==> config.mk <==
export PLATFORM = sky130hd
export DESIGN_NAME = seq_alu_param
export DESIGN_NICKNAME = d
export VERILOG_FILES = /design/src/rtl/seq_alu_param.sv
export SDC_FILE = /design/constraint.sdc
export NUM_CORES = 1
export LEC_CHECK = 0
export ABC_AREA = 1
export CORE_ASPECT_RATIO = 2
export CORE_MARGIN = 3
export CORE_UTILIZATION = 53
export DETAILED_ROUTE_END_ITERATION = 10
export PLACE_DENSITY_LB_ADDON = 0.12
export SYNTH_ARGS = -nofsm -noshare
export SYNTH_HDL_FRONTEND = slang
export SYNTH_SLANG_ARGS = --single-unit
==> constraint.sdc <==
create_clock -name clk -period 2.4 [get_ports clk]
set_clock_uncertainty 0.1 [all_clocks]
set_input_delay 0.36 -clock clk [delete_from_list [all_inputs] [get_ports clk]]
set_output_delay 0.36 -clock clk [all_outputs]
set_load 0.02 [all_outputs]
==> src/rtl/seq_alu_param.sv <==
// Handshaked, parametrised ALU: single-cycle logic/arith ops, bit-serial shifts
// and a radix-2 shift-add multiplier behind an IDLE/EXEC/DONE controller.
module seq_alu_param #(
  parameter int WIDTH = 8,
  parameter int SHW   = $clog2(WIDTH)
) (
  input  logic             clk,
  input  logic             rst,
  input  logic             in_valid,
  output logic             in_ready,
  input  logic [WIDTH-1:0] a,
  input  logic [WIDTH-1:0] b,
  input  logic [3:0]       func,
  output logic             out_valid,
  input  logic             out_ready,
  output logic [WIDTH-1:0] result,
  output logic [WIDTH-1:0] result_hi,
  output logic             carry_out,
  output logic             zero,
  output logic             negative,
  output logic             overflow,
  output logic             err
);

  localparam logic [3:0] OP_ADD = 4'b0000;
  localparam logic [3:0] OP_SUB = 4'b0001;
  localparam logic [3:0] OP_PASS = 4'b0010;
  localparam logic [3:0] OP_SHL = 4'b0011;
  localparam logic [3:0] OP_SHR = 4'b0100;
  localparam logic [3:0] OP_AND = 4'b0101;
  localparam logic [3:0] OP_NOT = 4'b0110;
  localparam logic [3:0] OP_OR  = 4'b0111;
  localparam logic [3:0] OP_MUL = 4'b1000;
  localparam logic [3:0] OP_ASR = 4'b1001;
  localparam logic [SHW:0] MUL_CNT = (SHW+1)'(WIDTH);

  typedef enum logic [1:0] {IDLE = 2'd0, EXEC = 2'd1, DONE = 2'd2} state_t;

  state_t               state_r, state_s;
  logic                 in_ready_r, out_valid_r, in_ready_s, out_valid_s;
  logic [WIDTH-1:0]     a_r, sh_r, result_r, result_hi_r;
  logic [3:0]           func_r;
  logic [2*WIDTH-1:0]   prod_r, prod_next_s;
  logic [SHW:0]         cnt_r;
  logic                 carry_r, zero_r, negative_r, overflow_r, err_r;
  logic [WIDTH:0]       sum_s, diff_s, mul_sum_s;
  logic [WIDTH-1:0]     single_res_s, sh_next_s;
  logic                 single_carry_s, single_ovf_s, single_err_s, sh_out_s;
  logic                 accept_s, is_shift_s, multi_s, last_step_s;

  assign in_ready  = in_ready_r;
  assign out_valid = out_valid_r;
  assign result    = result_r;
  assign result_hi = result_hi_r;
  assign carry_out = carry_r;
  assign zero      = zero_r;
  assign negative  = negative_r;
  assign overflow  = overflow_r;
  assign err       = err_r;

  assign accept_s    = in_valid && in_ready_r;
  assign is_shift_s  = (func == OP_SHL) || (func == OP_SHR) || (func == OP_ASR);
  assign multi_s     = (func == OP_MUL) || (is_shift_s && (b[SHW-1:0] != {SHW{1'b0}}));
  assign last_step_s = (cnt_r == {{SHW{1'b0}}, 1'b1});

  // State register
  always_ff @(posedge clk) begin
    if (rst) state_r <= IDLE;
    else     state_r <= state_s;
  end

  // Next-state logic
  always_comb begin
    state_s = state_r;
    case (state_r)
      IDLE: begin
        if (accept_s) state_s = multi_s ? EXEC : DONE;
        else          state_s = IDLE;
      end
      EXEC: begin
        if (last_step_s) state_s = DONE;
        else             state_s = EXEC;
      end
      DONE: begin
        if (out_ready) state_s = IDLE;
        else           state_s = DONE;
      end
      default: state_s = IDLE;
    endcase
  end

  // Handshake outputs decoded from the upcoming state
  always_comb begin
    in_ready_s  = (state_s == IDLE);
    out_valid_s = (state_s == DONE);
  end

  // Registered handshake outputs; in_ready stays low during reset itself
  always_ff @(posedge clk) begin
    if (rst) begin
      in_ready_r  <= 1'b0;
      out_valid_r <= 1'b0;
    end else begin
      in_ready_r  <= in_ready_s;
      out_valid_r <= out_valid_s;
    end
  end

  // Single-cycle results from the live operands (used on the accept edge)
  always_comb begin
    sum_s          = {1'b0, a} + {1'b0, b};
    diff_s         = {1'b0, a} - {1'b0, b};
    single_res_s   = {WIDTH{1'b0}};
    single_carry_s = 1'b0;
    single_ovf_s   = 1'b0;
    single_err_s   = 1'b0;
    case (func)
      OP_ADD: begin
        single_res_s   = sum_s[WIDTH-1:0];
        single_carry_s = sum_s[WIDTH];
        single_ovf_s   = (a[WIDTH-1] == b[WIDTH-1]) && (sum_s[WIDTH-1] != a[WIDTH-1]);
      end
      OP_SUB: begin
        single_res_s   = diff_s[WIDTH-1:0];
        single_carry_s = diff_s[WIDTH];
        single_ovf_s   = (a[WIDTH-1] != b[WIDTH-1]) && (diff_s[WIDTH-1] != a[WIDTH-1]);
      end
      OP_PASS, OP_SHL, OP_SHR, OP_ASR: single_res_s = a;
      OP_AND:  single_res_s = a & b;
      OP_NOT:  single_res_s = ~a;
      OP_OR:   single_res_s = a | b;
      OP_MUL:  single_res_s = {WIDTH{1'b0}};
      default: single_err_s = 1'b1;
    endcase
  end

  // One iteration of the shifter and of the shift-add multiplier
  always_comb begin
    sh_next_s = sh_r;
    sh_out_s  = 1'b0;
    case (func_r)
      OP_SHL: begin
        sh_next_s = {sh_r[WIDTH-2:0], 1'b0};
        sh_out_s  = sh_r[WIDTH-1];
      end
      OP_SHR: begin
        sh_next_s = {1'b0, sh_r[WIDTH-1:1]};
        sh_out_s  = sh_r[0];
      end
      OP_ASR: begin
        sh_next_s = {sh_r[WIDTH-1], sh_r[WIDTH-1:1]};
        sh_out_s  = sh_r[0];
      end
      default: begin
        sh_next_s = sh_r;
        sh_out_s  = 1'b0;
      end
    endcase
    mul_sum_s   = {1'b0, prod_r[2*WIDTH-1:WIDTH]} +
                  (prod_r[0] ? {1'b0, a_r} : {(WIDTH+1){1'b0}});
    prod_next_s = {mul_sum_s, prod_r[WIDTH-1:1]};
  end

  // Operand capture, iteration state and registered result/flags
  always_ff @(posedge clk) begin
    if (rst) begin
      a_r         <= {WIDTH{1'b0}};
      sh_r        <= {WIDTH{1'b0}};
      prod_r      <= {(2*WIDTH){1'b0}};
      func_r      <= 4'b0000;
      cnt_r       <= {(SHW+1){1'b0}};
      result_r    <= {WIDTH{1'b0}};
      result_hi_r <= {WIDTH{1'b0}};
      carry_r     <= 1'b0;
      zero_r      <= 1'b0;
      negative_r  <= 1'b0;
      overflow_r  <= 1'b0;
      err_r       <= 1'b0;
    end else if (state_r == IDLE && accept_s) begin
      a_r    <= a;
      sh_r   <= a;
      prod_r <= {{WIDTH{1'b0}}, b};
      func_r <= func;
      cnt_r  <= (func == OP_MUL) ? MUL_CNT : {1'b0, b[SHW-1:0]};
      if (!multi_s) begin
        result_r    <= single_res_s;
        result_hi_r <= {WIDTH{1'b0}};
        carry_r     <= single_carry_s;
        overflow_r  <= single_ovf_s;
        err_r       <= single_err_s;
        zero_r      <= !single_err_s && (single_res_s == {WIDTH{1'b0}});
        negative_r  <= single_res_s[WIDTH-1];
      end
    end else if (state_r == EXEC) begin
      cnt_r  <= cnt_r - {{SHW{1'b0}}, 1'b1};
      sh_r   <= sh_next_s;
      prod_r <= prod_next_s;
      if (last_step_s) begin
        overflow_r <= 1'b0;
        err_r      <= 1'b0;
        if (func_r == OP_MUL) begin
          result_r    <= prod_next_s[WIDTH-1:0];
          result_hi_r <= prod_next_s[2*WIDTH-1:WIDTH];
          carry_r     <= 1'b0;
          zero_r      <= (prod_next_s == {(2*WIDTH){1'b0}});
          negative_r  <= prod_next_s[2*WIDTH-1];
        end else begin
          result_r    <= sh_next_s;
          result_hi_r <= {WIDTH{1'b0}};
          carry_r     <= sh_out_s;
          zero_r      <= (sh_next_s == {WIDTH{1'b0}});
          negative_r  <= sh_next_s[WIDTH-1];
        end
      end
    end
  end

endmodule

Yosys cells after proc, flatten, opt, wreduce, memory -nomap -nowiden. Index checks and enable logic that the tools add are counted.

Bits in registers: 65. Latch bits: 0. RAM bits: 0. Memory bits (read-only): 0. Output and inout bits: 23. Memories: 0.

Add/sub/neg operators: 4. Multipliers: 0. Divide/modulo/power cells: 0. Order comparisons: 0. Eq/ne operators: 22. Shift operators: 0. Muxes and demuxes: 50. Bitwise gates (word level): 3. Reduce and logical (&&, ||, !) cells: 23.

Operator list (count): $mux 8 (15); $pmux 8 s6 (1); $pmux 8 s3 (1); $mux 1 (22); $eq 4x3->1 const B (5); $add 8x8->9 (2); $eq 4x4->1 const B (4); $logic_not 16->1 (1); $logic_not 8->1 (2); $eq 4x2->1 const B (3); $mux 4 (3); $reduce_or 10->1 (1); $sub 8x8->9 (1); $and 8x8->8 (1); $eq 4x1->1 const B (2); $mux 2 (4); $not 8->8 (1); $or 8x8->8 (1); $logic_and 1x1->1 (6); $pmux 1 s2 (3); $pmux 2 s3 (1); $eq 2x2->1 const B (2); $logic_not 2->1 (2); $logic_not 4->1 (1); 11 further kinds (17).

Depth between registers and ports, before layout. Gate-level depths: netlist of the first run.

Depth in word-level cells: 9. Gate-level depth with buffers: 20. Depth with buffers taken out: 19.

Worst setup path after synthesis of the first run. No wires, ideal clock.

Path kind: reg2reg. Start point: register prod_r[0]. End point: register zero_r, in the netlist zero. Data arrival time: 2.100 ns. Slack: 0.145 ns. Cell stages (with the launch flop): 19. Path buffers: 1. Path through: dfxtp_1 clkbuf_1 nand2_1 inv_1 ha_1 inv_1 fa_1 inv_1 nor3_1 nand3_1 nor2_1 nand3_1 nor2_1 nand3_1 nand2_1 nand2_1 nand3_1 nand2_1 inv_1.

Word-level cells in the longest chain between the ends: 7.

RTL lines: start, declared (RTL line 43) `logic [2*WIDTH-1:0] prod_r, prod_next_s;`; start signal, assigned (RTL line 169) `prod_r <= {(2*WIDTH){1'b0}};`; start signal, assigned (RTL line 182) `prod_r <= {{WIDTH{1'b0}}, b};`; start signal, assigned (RTL line 197) `prod_r <= prod_next_s;`; $mux 8 (RTL line 160) `(prod_r[0] ? {1'b0, a_r} : {(WIDTH+1){1'b0}});`; $add 8x8->9 (RTL line 159) `mul_sum_s = {1'b0, prod_r[2*WIDTH-1:WIDTH]} +`; $logic_not 16->1 (RTL line 205) `zero_r <= (prod_next_s == {(2*WIDTH){1'b0}});`; $mux 1 (RTL line 201) `if (func_r == OP_MUL) begin`; $mux 1 (RTL line 198) `if (last_step_s) begin`; $mux 1 (RTL line 194) `end else if (state_r == EXEC) begin`; $mux 1 (RTL line 179) `end else if (state_r == IDLE && accept_s) begin`; end signal, assigned (RTL line 191) `zero_r <= !single_err_s && (single_res_s == {WIDTH{1'b0}});`; end signal, assigned (RTL line 205); end signal, assigned (RTL line 211) `zero_r <= (sh_next_s == {WIDTH{1'b0}});`; end, declared (RTL line 45) `logic carry_r, zero_r, negative_r, overflow_r, err_r;`.

No other way between the ends. The select of a mux whose other input is x is not followed. A chain may end at the register's enable or synchronous reset.

Worst setup path in the final report of the first run. Same ends and word-level chain as after synthesis.

==> summary.json, run 1 <==
{
  "sta": {
    "maxClockFrequency_ghz": 0.425,
    "max_slew_headroom_at_the_worst_pin": 0.551,
    "tightest_slew_ps": 671,
    "layout_worst_path_cycle_share": 0.981,
    "setup-violations-final": 0,
    "layout_setup_ws_ps": 44.8,
    "setup_total_neg_slack_ps": 0,
    "report.final.slew_viol_count": 0,
    "grt_setup_unrepaired": "yes",
    "number_of_hold_violations_in_the_final_report": 0,
    "layout_min_cycle_time_ps": 2360,
    "fin_worst_hold_slack_ps": 360
  },
  "synth": {
    "cell_types_occupying_the_most_area_after_synthesis": "sky130_fd_sc_hd__dfxtp_1 27%, sky130_fd_sc_hd__nand2_1 17%, sky130_fd_sc_hd__ha_1 9.0%, sky130_fd_sc_hd__inv_1 8.7%, sky130_fd_sc_hd__nand3_1 7.9%",
    "synth.largest_area_cell": "sky130_fd_sc_hd__dfxtp_1",
    "synth_seq_area_share": 0.274,
    "synth_top_area_share": 0.274,
    "ys_ff_latch": 65,
    "synthCells": 777,
    "library_cells_used_by_synthesis": 35,
    "syn_area_sq_um": 4750,
    "synth-edff-count": 0,
    "ys_async_sr_fraction": 0,
    "yosys_warnings": 0,
    "net_count_synth": 838,
    "synth_area_per_cell_sq_um": 6.11,
    "synthFlopType": "sky130_fd_sc_hd__dfxtp_1"
  },
  "pwr": {
    "p_int_mw": 2.55,
    "netSwitchingFraction": 0.294,
    "static-leakage-power_nw": 3.15,
    "irDropWorstVdd_mv": 0.391,
    "power.net_switching_mw": 1.06,
    "seq_power_share": 0.332,
    "clockPowerShare": 0.418,
    "power_density_nw_per_um2": 571,
    "power.combinational.fraction": 0.250
  },
  "place": {
    "post-place-ws_ps": -348,
    "port_buffers": 46,
    "place_congestion": 1.01,
    "hpwlAfterDp_um": 13600
  },
  "floorplan": {
    "die_height_um": 140,
    "core_region_area_sq_um": 8710,
    "initial_utilization": 0.545,
    "fp-row-count": 48,
    "ios": 47,
    "fp.dieArea_sq_um": 10200,
    "die_w_um": 72.9
  },
  "cts": {
    "ctsLongestPathBuffers": 2,
    "clock-root-buffer": "sky130_fd_sc_hd__clkbuf_16",
    "ctsHtreeMaxLevel": 3,
    "tritoncts": "yes",
    "clk_pin_slew_worst_paths_ps": 50,
    "clock_latency_on_the_worst_skew_pair_ps": 330,
    "tritoncts_num_sinks": 65,
    "ctsHoldBuffers": 0,
    "numCtsBuffers": 9
  },
  "global_routing": {
    "grtUsageTotal": 0.341,
    "maximum_number_of_pins_on_one_net_before_global_route_repair": 31,
    "number_of_antenna_violations_at_the_first_check_in_global_routing": 0,
    "vias_in_the_first_global_route": 5671,
    "grt_pass1_wl_um": 26700,
    "gr-total-overflow": 0
  },
  "route": {
    "detailed_router_iteration_count_before_antenna_repair": 5,
    "drtAntennaViolNets": 0,
    "detail_route.wl_per_cell_um": 16.6,
    "route.detailed.drc": 0,
    "drt_iter0_drc": 339,
    "wl_um": 16700,
    "route.detailed.vias_per_inst": 5.53,
    "vias": 5553
  },
  "setup_path": {
    "critical_path_arrival_ps": 2530,
    "cp_num_cells": 17,
    "launching_point_of_the_worst_reg2reg_path": "prod_r[0]$_SDFFE_PP0P_",
    "worst-path-buf-inv": 4,
    "slowest_cell_on_the_critical_path": "sky130_fd_sc_hd__fa_1",
    "cpLargestDelayFamily": "simple AND/OR/NAND/NOR gates",
    "timing_worst_setup_path_type": "reg2reg",
    "start_kind": "register",
    "r2r-end": "zero$_SDFFE_PP0P_",
    "critical_path.startpoint": "prod_r[0]$_SDFFE_PP0P_",
    "reg2reg_depth": 17,
    "critPathMaxStageDelay_ps": 500,
    "critPathCaptureType": "register",
    "timing.critical_path.required_ps": 2580,
    "setup_slack_reg_to_reg_ps": 40,
    "timing.critical_path.to": "zero$_SDFFE_PP0P_",
    "cp_cell_instances": "nand2_1 -> inv_1 -> ha_1 -> inv_1 -> fa_1 -> inv_1 -> nor3_2 -> nand3_1 -> nor2_1 -> nand3_1 -> nor2_1 -> nand3_1 -> nand2_1 -> nand2_1 -> nand3_1 -> nand2_1 -> inv_1",
    "critical_path_peak_fanout": 3
  },
  "finish": {
    "post_route_cells_drive_above_1_share": 0.151,
    "post-route-util": 0.726,
    "layout_common_cells": "217 x sky130_fd_sc_hd__nand2_1, 109 x sky130_fd_sc_hd__inv_1, 88 x sky130_fd_sc_hd__buf_4, 85 x sky130_fd_sc_hd__nor2_1, 71 x sky130_fd_sc_hd__nand3_1",
    "insertedDiodeCount": 0,
    "area_growth_pct": 33.1,
    "mostFrequentLayoutCell": "sky130_fd_sc_hd__nand2_1",
    "final_net_count": 961
  },
  "status": {
    "status": "finished, final reports clean"
  },
  "run": {
    "drv.max_cap_violation_count": 0
  },
  "hold_path": {
    "min-delay-path-class": "reg2reg"
  }
}
==> layout make-up <==
class	count	area (sq um)
Tap cell	100	125
Sequential cell	65	1300
Clock buffer	11	243
Fill cell	757	2390
Multi-Input combinational cell	570	2960
Clock inverter	5	103
Inverter	119	447
Timing Repair Buffer	135	1140
==> worst min-delay path, stage by stage, from the launching register on <==
cell and delay, ps:
sky130_fd_sc_hd__dfxtp_2 330, sky130_fd_sc_hd__nand2_1 40, sky130_fd_sc_hd__o21ai_0 60
==> synth_stat cells (5+ instances only) <==
master,number
sky130_fd_sc_hd__a21oi_1,41
sky130_fd_sc_hd__a31oi_1,21
sky130_fd_sc_hd__clkbuf_1,18
sky130_fd_sc_hd__dfxtp_1,65
sky130_fd_sc_hd__ha_1,34
sky130_fd_sc_hd__inv_1,110
sky130_fd_sc_hd__inv_2,9
sky130_fd_sc_hd__nand2_1,220
sky130_fd_sc_hd__nand3_1,75
sky130_fd_sc_hd__nand4_1,7
sky130_fd_sc_hd__nor2_1,87
sky130_fd_sc_hd__o211ai_1,6
sky130_fd_sc_hd__o21ai_0,42
sky130_fd_sc_hd__o21ai_1,5
==> metal layers <==
metal / global-route usage / wire length [um] / up-vias
li1: - / - / 2741
met1: 0.308 / 5510 / 2540
met2: 0.637 / 9190 / 193
met3: 0.0419 / 564 / 79
met4: 0.274 / 1460 / 0
met5: 0 / 0 / -
==> logic make-up after synthesis <==
group / count (synthesis) / synth area share
AND/OR/NAND/NOR: 399 / 0.348
AO/OA/AOI/OAI: 132 / 0.157
adder cells (fa/ha/maj): 37 / 0.102
buffers and inverters: 142 / 0.115
XOR/XNOR: 2 / 0.00369
flip-flops: 65 / 0.274
==> worst min-delay path by stage <==
stage / start / end / slack (ps) / depth (start not counted)
after floorplan: a_r[0]$_SDFFE_PP0P_ / a_r[0]$_SDFFE_PP0P_ / 330 / 2
after global placement: a_r[5]$_SDFFE_PP0P_ / a_r[5]$_SDFFE_PP0P_ / 340 / 2
after detailed placement: a_r[4]$_SDFFE_PP0P_ / a_r[4]$_SDFFE_PP0P_ / 350 / 2
after CTS: result_hi[6]$_SDFFE_PP0P_ / result_hi[6]$_SDFFE_PP0P_ / 360 / 2
after global routing: result_hi[6]$_SDFFE_PP0P_ / result_hi[6]$_SDFFE_PP0P_ / 380 / 2
final: a_r[0]$_SDFFE_PP0P_ / a_r[0]$_SDFFE_PP0P_ / 360 / 2
==> state kept, by name, indices dropped and copies added (netlist names), 2 cells and up <==
signal     cells
a_r            8
cnt_r          4
func_r         4
prod_r        16
result         8
result_hi      8
sh_r           8
state_r        2
==> power by group through the flow <==
stage / logic [mW] / registers [mW] / clock network, mW
final: 0.902 / 1.20 / 1.51
after global routing: 0.988 / 1.21 / 1.58
after CTS: 0.880 / 1.20 / 1.51
after detailed placement: 0.873 / 1.22 / 0
after global placement: 0.857 / 1.22 / 0
after floorplan: 0.468 / 1.23 / 0
==> timing repair <==
| item | in CTS | in global routing |
|---|---|---|
| endpoints found under the setup margin | 1 | 8 |
| pin swaps | 0 | 5 |
| setup buffers | 0 | 1 |
| resized for setup | 2 | 17 |
==> per-stage QoR <==
step / area, sq um / total power, mW / instances
5_1_grt: 6320 / 3.77 / 1005
4_1_cts: 6260 / 3.59 / 1004
6_report: 6320 / 3.61 / 1005
3_3_place_gp: 5910 / 2.07 / 988
3_5_place_dp: 5910 / 2.09 / 988
2_1_floorplan: 4750 / 1.70 / 777
Note: power is estimated with default switching activity, not from simulation.
==> inputs of run 2 (changes only) <==
--- a/config.mk
+++ b/config.mk
@@ -5,12 +5,13 @@
 export SDC_FILE = /design/constraint.sdc
 export NUM_CORES = 1
 export LEC_CHECK = 0
-export ABC_AREA = 1
 export CORE_ASPECT_RATIO = 2
 export CORE_MARGIN = 3
 export CORE_UTILIZATION = 53
 export DETAILED_ROUTE_END_ITERATION = 10
+export GPL_TIMING_DRIVEN = 0
 export PLACE_DENSITY_LB_ADDON = 0.12
+export RECOVER_POWER = 100
 export SYNTH_ARGS = -nofsm -noshare
 export SYNTH_HDL_FRONTEND = slang
 export SYNTH_SLANG_ARGS = --single-unit
==> run 2 against run 1 <==
The flow now finishes with violations (setup timing). Wire length rose by 12%. Setup slack got worse by 130 ps. Sequential power barely moved. Critical path depth fell by 7. Register-to-register slack got worse by 130 ps. Largest power group unchanged.
==> summary.json, run 2 <==
{
  "place": {
    "place_congestion": 0.994,
    "detailed_place.area_sq_um": 5400,
    "hpwlAfterDp_um": 13500,
    "port_buffers": 45,
    "post-place-ws_ps": -1430
  },
  "route": {
    "route.detailed.vias_per_inst": 6.85,
    "drtAntennaViolNets": 0,
    "detailed_router_iteration_count_before_antenna_repair": 7,
    "detail_route.wl_per_cell_um": 23.4,
    "route.detailed.drc": 0,
    "vias": 5494,
    "wl_um": 18800,
    "drt_iter0_drc": 693
  },
  "sta": {
    "fin_worst_hold_slack_ps": 205,
    "number_of_hold_violations_in_the_final_report": 0,
    "setup_total_neg_slack_ps": -183,
    "max_slew_headroom_at_the_worst_pin": 0.516,
    "layout_setup_ws_ps": -82.2,
    "layout_worst_path_cycle_share": 1.03,
    "setup-violations-final": 3,
    "layout_min_cycle_time_ps": 2480,
    "maxClockFrequency_ghz": 0.403,
    "grt_setup_unrepaired": "yes",
    "report.final.slew_viol_count": 0,
    "tightest_slew_ps": 724
  },
  "finish": {
    "area_growth_pct": 33.9,
    "insertedDiodeCount": 0,
    "fillers": 690,
    "post_route_cells_drive_above_1_share": 0.208,
    "mostFrequentLayoutCell": "sky130_fd_sc_hd__a21oi_1",
    "regMostFlops": "prod_r",
    "number_of_flip_flops_under_the_largest_register_name": 16,
    "layout_common_cells": "81 x sky130_fd_sc_hd__a21oi_1, 67 x sky130_fd_sc_hd__nand2_1, 62 x sky130_fd_sc_hd__dfxtp_1, 60 x sky130_fd_sc_hd__nor2_1",
    "final_net_count": 758,
    "post-route-cell-area_sq_um": 6350
  },
  "synth": {
    "synth_most_common_cell": "sky130_fd_sc_hd__a21oi_1",
    "net_count_synth": 684,
    "synth_seq_area_share": 0.275,
    "synth_top_cells_by_count": "85 x sky130_fd_sc_hd__a21oi_1, 68 x sky130_fd_sc_hd__nand2_1, 65 x sky130_fd_sc_hd__dfxtp_1",
    "synth.largest_area_cell": "sky130_fd_sc_hd__dfxtp_1",
    "ys_ff_latch": 65,
    "synthFlopType": "sky130_fd_sc_hd__dfxtp_1",
    "syn_area_sq_um": 4740,
    "synth-edff-count": 0,
    "synthCells": 623,
    "yosys_warnings": 0,
    "ys_async_sr_fraction": 0,
    "cell_types_occupying_the_most_area_after_synthesis": "sky130_fd_sc_hd__dfxtp_1 27%, sky130_fd_sc_hd__a21oi_1 9.0%, sky130_fd_sc_hd__ha_1 9.0%, sky130_fd_sc_hd__nand2_1 5.4%, sky130_fd_sc_hd__nor2_1 4.8%",
    "synth_area_per_cell_sq_um": 7.61,
    "library_cells_used_by_synthesis": 69,
    "synth_top_area_share": 0.275
  },
  "cts": {
    "ctsLongestPathBuffers": 2,
    "clk_pin_slew_worst_paths_ps": 60,
    "ctsHtreeMaxLevel": 3,
    "clock_latency_on_the_worst_skew_pair_ps": 330,
    "tritoncts_num_sinks": 65,
    "clock-root-buffer": "sky130_fd_sc_hd__clkbuf_16",
    "numCtsBuffers": 9,
    "tritoncts": "yes"
  },
  "setup_path": {
    "timing_worst_setup_path_type": "reg2reg",
    "timing.critical_path.required_ps": 2580,
    "critical_path_arrival_ps": 2660,
    "critical_path_peak_fanout": 4,
    "start_kind": "register",
    "critPathCaptureType": "register"
  },
  "global_routing": {
    "number_of_antenna_violations_at_the_first_check_in_global_routing": 0,
    "vias_in_the_first_global_route": 5425,
    "gr-total-overflow": 0,
    "grtUsageTotal": 0.371,
    "grt_pass1_wl_um": 28500,
    "maximum_number_of_pins_on_one_net_before_global_route_repair": 13
  },
  "status": {
    "failed_checks": "setup timing",
    "status": "complete, but fails checks"
  },
  "pwr": {
    "power.total_mw": 3.56,
    "power_density_nw_per_um2": 560,
    "static-leakage-power_nw": 2.44,
    "irDropWorstVdd_mv": 0.375
  },
  "floorplan": {
    "die_w_um": 72.9,
    "core_region_area_sq_um": 8650,
    "ios": 47,
    "fp.dieArea_sq_um": 10200,
    "die_height_um": 140,
    "initial_utilization": 0.548,
    "fp-row-count": 48
  },
  "hold_path": {
    "min-delay-path-class": "in2reg"
  },
  "run": {
    "drv.max_cap_violation_count": 0
  }
}
## run 2: critical path, stage by stage, from the launching register on
cell	delay [ps]
sky130_fd_sc_hd__dfxtp_4	360
sky130_fd_sc_hd__and2_4	140
sky130_fd_sc_hd__ha_4	130
sky130_fd_sc_hd__inv_2	40
sky130_fd_sc_hd__fa_2	540
sky130_fd_sc_hd__nor4b_4	180
sky130_fd_sc_hd__nand4_1	170
sky130_fd_sc_hd__nor4_2	320
sky130_fd_sc_hd__nand4_1	160
sky130_fd_sc_hd__a21oi_2	200
sky130_fd_sc_hd__a21o_1	100
## run 2: per-stage QoR
| stage | std cells | util |
|---|---|---|
| after floorplan | 623 | - |
| after global placement | 768 | 0.623 |
| after detailed placement | 768 | 0.624 |
| after CTS | 795 | 0.697 |
| after global routing | 802 | 0.734 |
| final | 802 | 0.734 |
## run 2: where the power goes
part | switching [mW] | internal (mW)
clock network | 0.504 | 0.938
registers | 0.0628 | 1.14
logic | 0.543 | 0.370
## run 2: path summary, 6_finish.rpt
check	startpoint	to	slack, ps	depth (start not counted)
max	prod_r[0]$_SDFFE_PP0P_	zero$_SDFFE_PP0P_	-80	10
min	a[4]	a_r[4]$_SDFFE_PP0P_	200	3
max reg2reg	prod_r[0]$_SDFFE_PP0P_	zero$_SDFFE_PP0P_	-80	10
min reg2reg	result_hi[3]$_SDFFE_PP0P_	result_hi[3]$_SDFFE_PP0P_	340	2
## run 2: cells by family (layout without fill, tap and decap cells)
kind of cell | after synthesis | after routing | synth area share
AO/OA/AOI/OAI | 215 | 215 | 0.302
XOR/XNOR | 10 | 10 | 0.0185
adder cells (fa/ha/maj) | 37 | 37 | 0.102
buffers and inverters | 70 | 149 | 0.0607
flip-flops | 65 | 65 | 0.275
multiplexers | 6 | 6 | 0.0129
AND/OR/NAND/NOR | 220 | 220 | 0.229
## run 2: layout make-up
class / count / area, sq um / share of cell area
clock buffers: 10 / 239 / 0.0377
plain buffers: 35 / 203 / 0.0319
well taps: 100 / 125 / 0.0197
flip-flops and latches: 65 / 1310 / 0.206
repair buffers: 66 / 643 / 0.101
inverters: 32 / 133 / 0.0209
multi-input cells: 488 / 3600 / 0.568
clock inverters: 6 / 91.3 / 0.0144
## run 2: metal layers
metal | global-route usage | vias up | share of wire
li1 | - | 2436 | -
met1 | 0.356 | 2608 | 0.31
met4 | 0.298 | 0 | 0.098
met3 | 0.0470 | 129 | 0.060
met2 | 0.671 | 321 | 0.53
met5 | 0 | - | 0
## run 2: timing repair
item | 4_1_cts | 5_1_grt
hold buffers | 0 | 0
gates resized for setup | 113 | 78
hold endpoints to repair | 0 | 0
cloned | 0 | 1
pin swaps | 21 | 26
buffers inserted | 12 | 8
endpoints found under the setup margin | 27 | 36
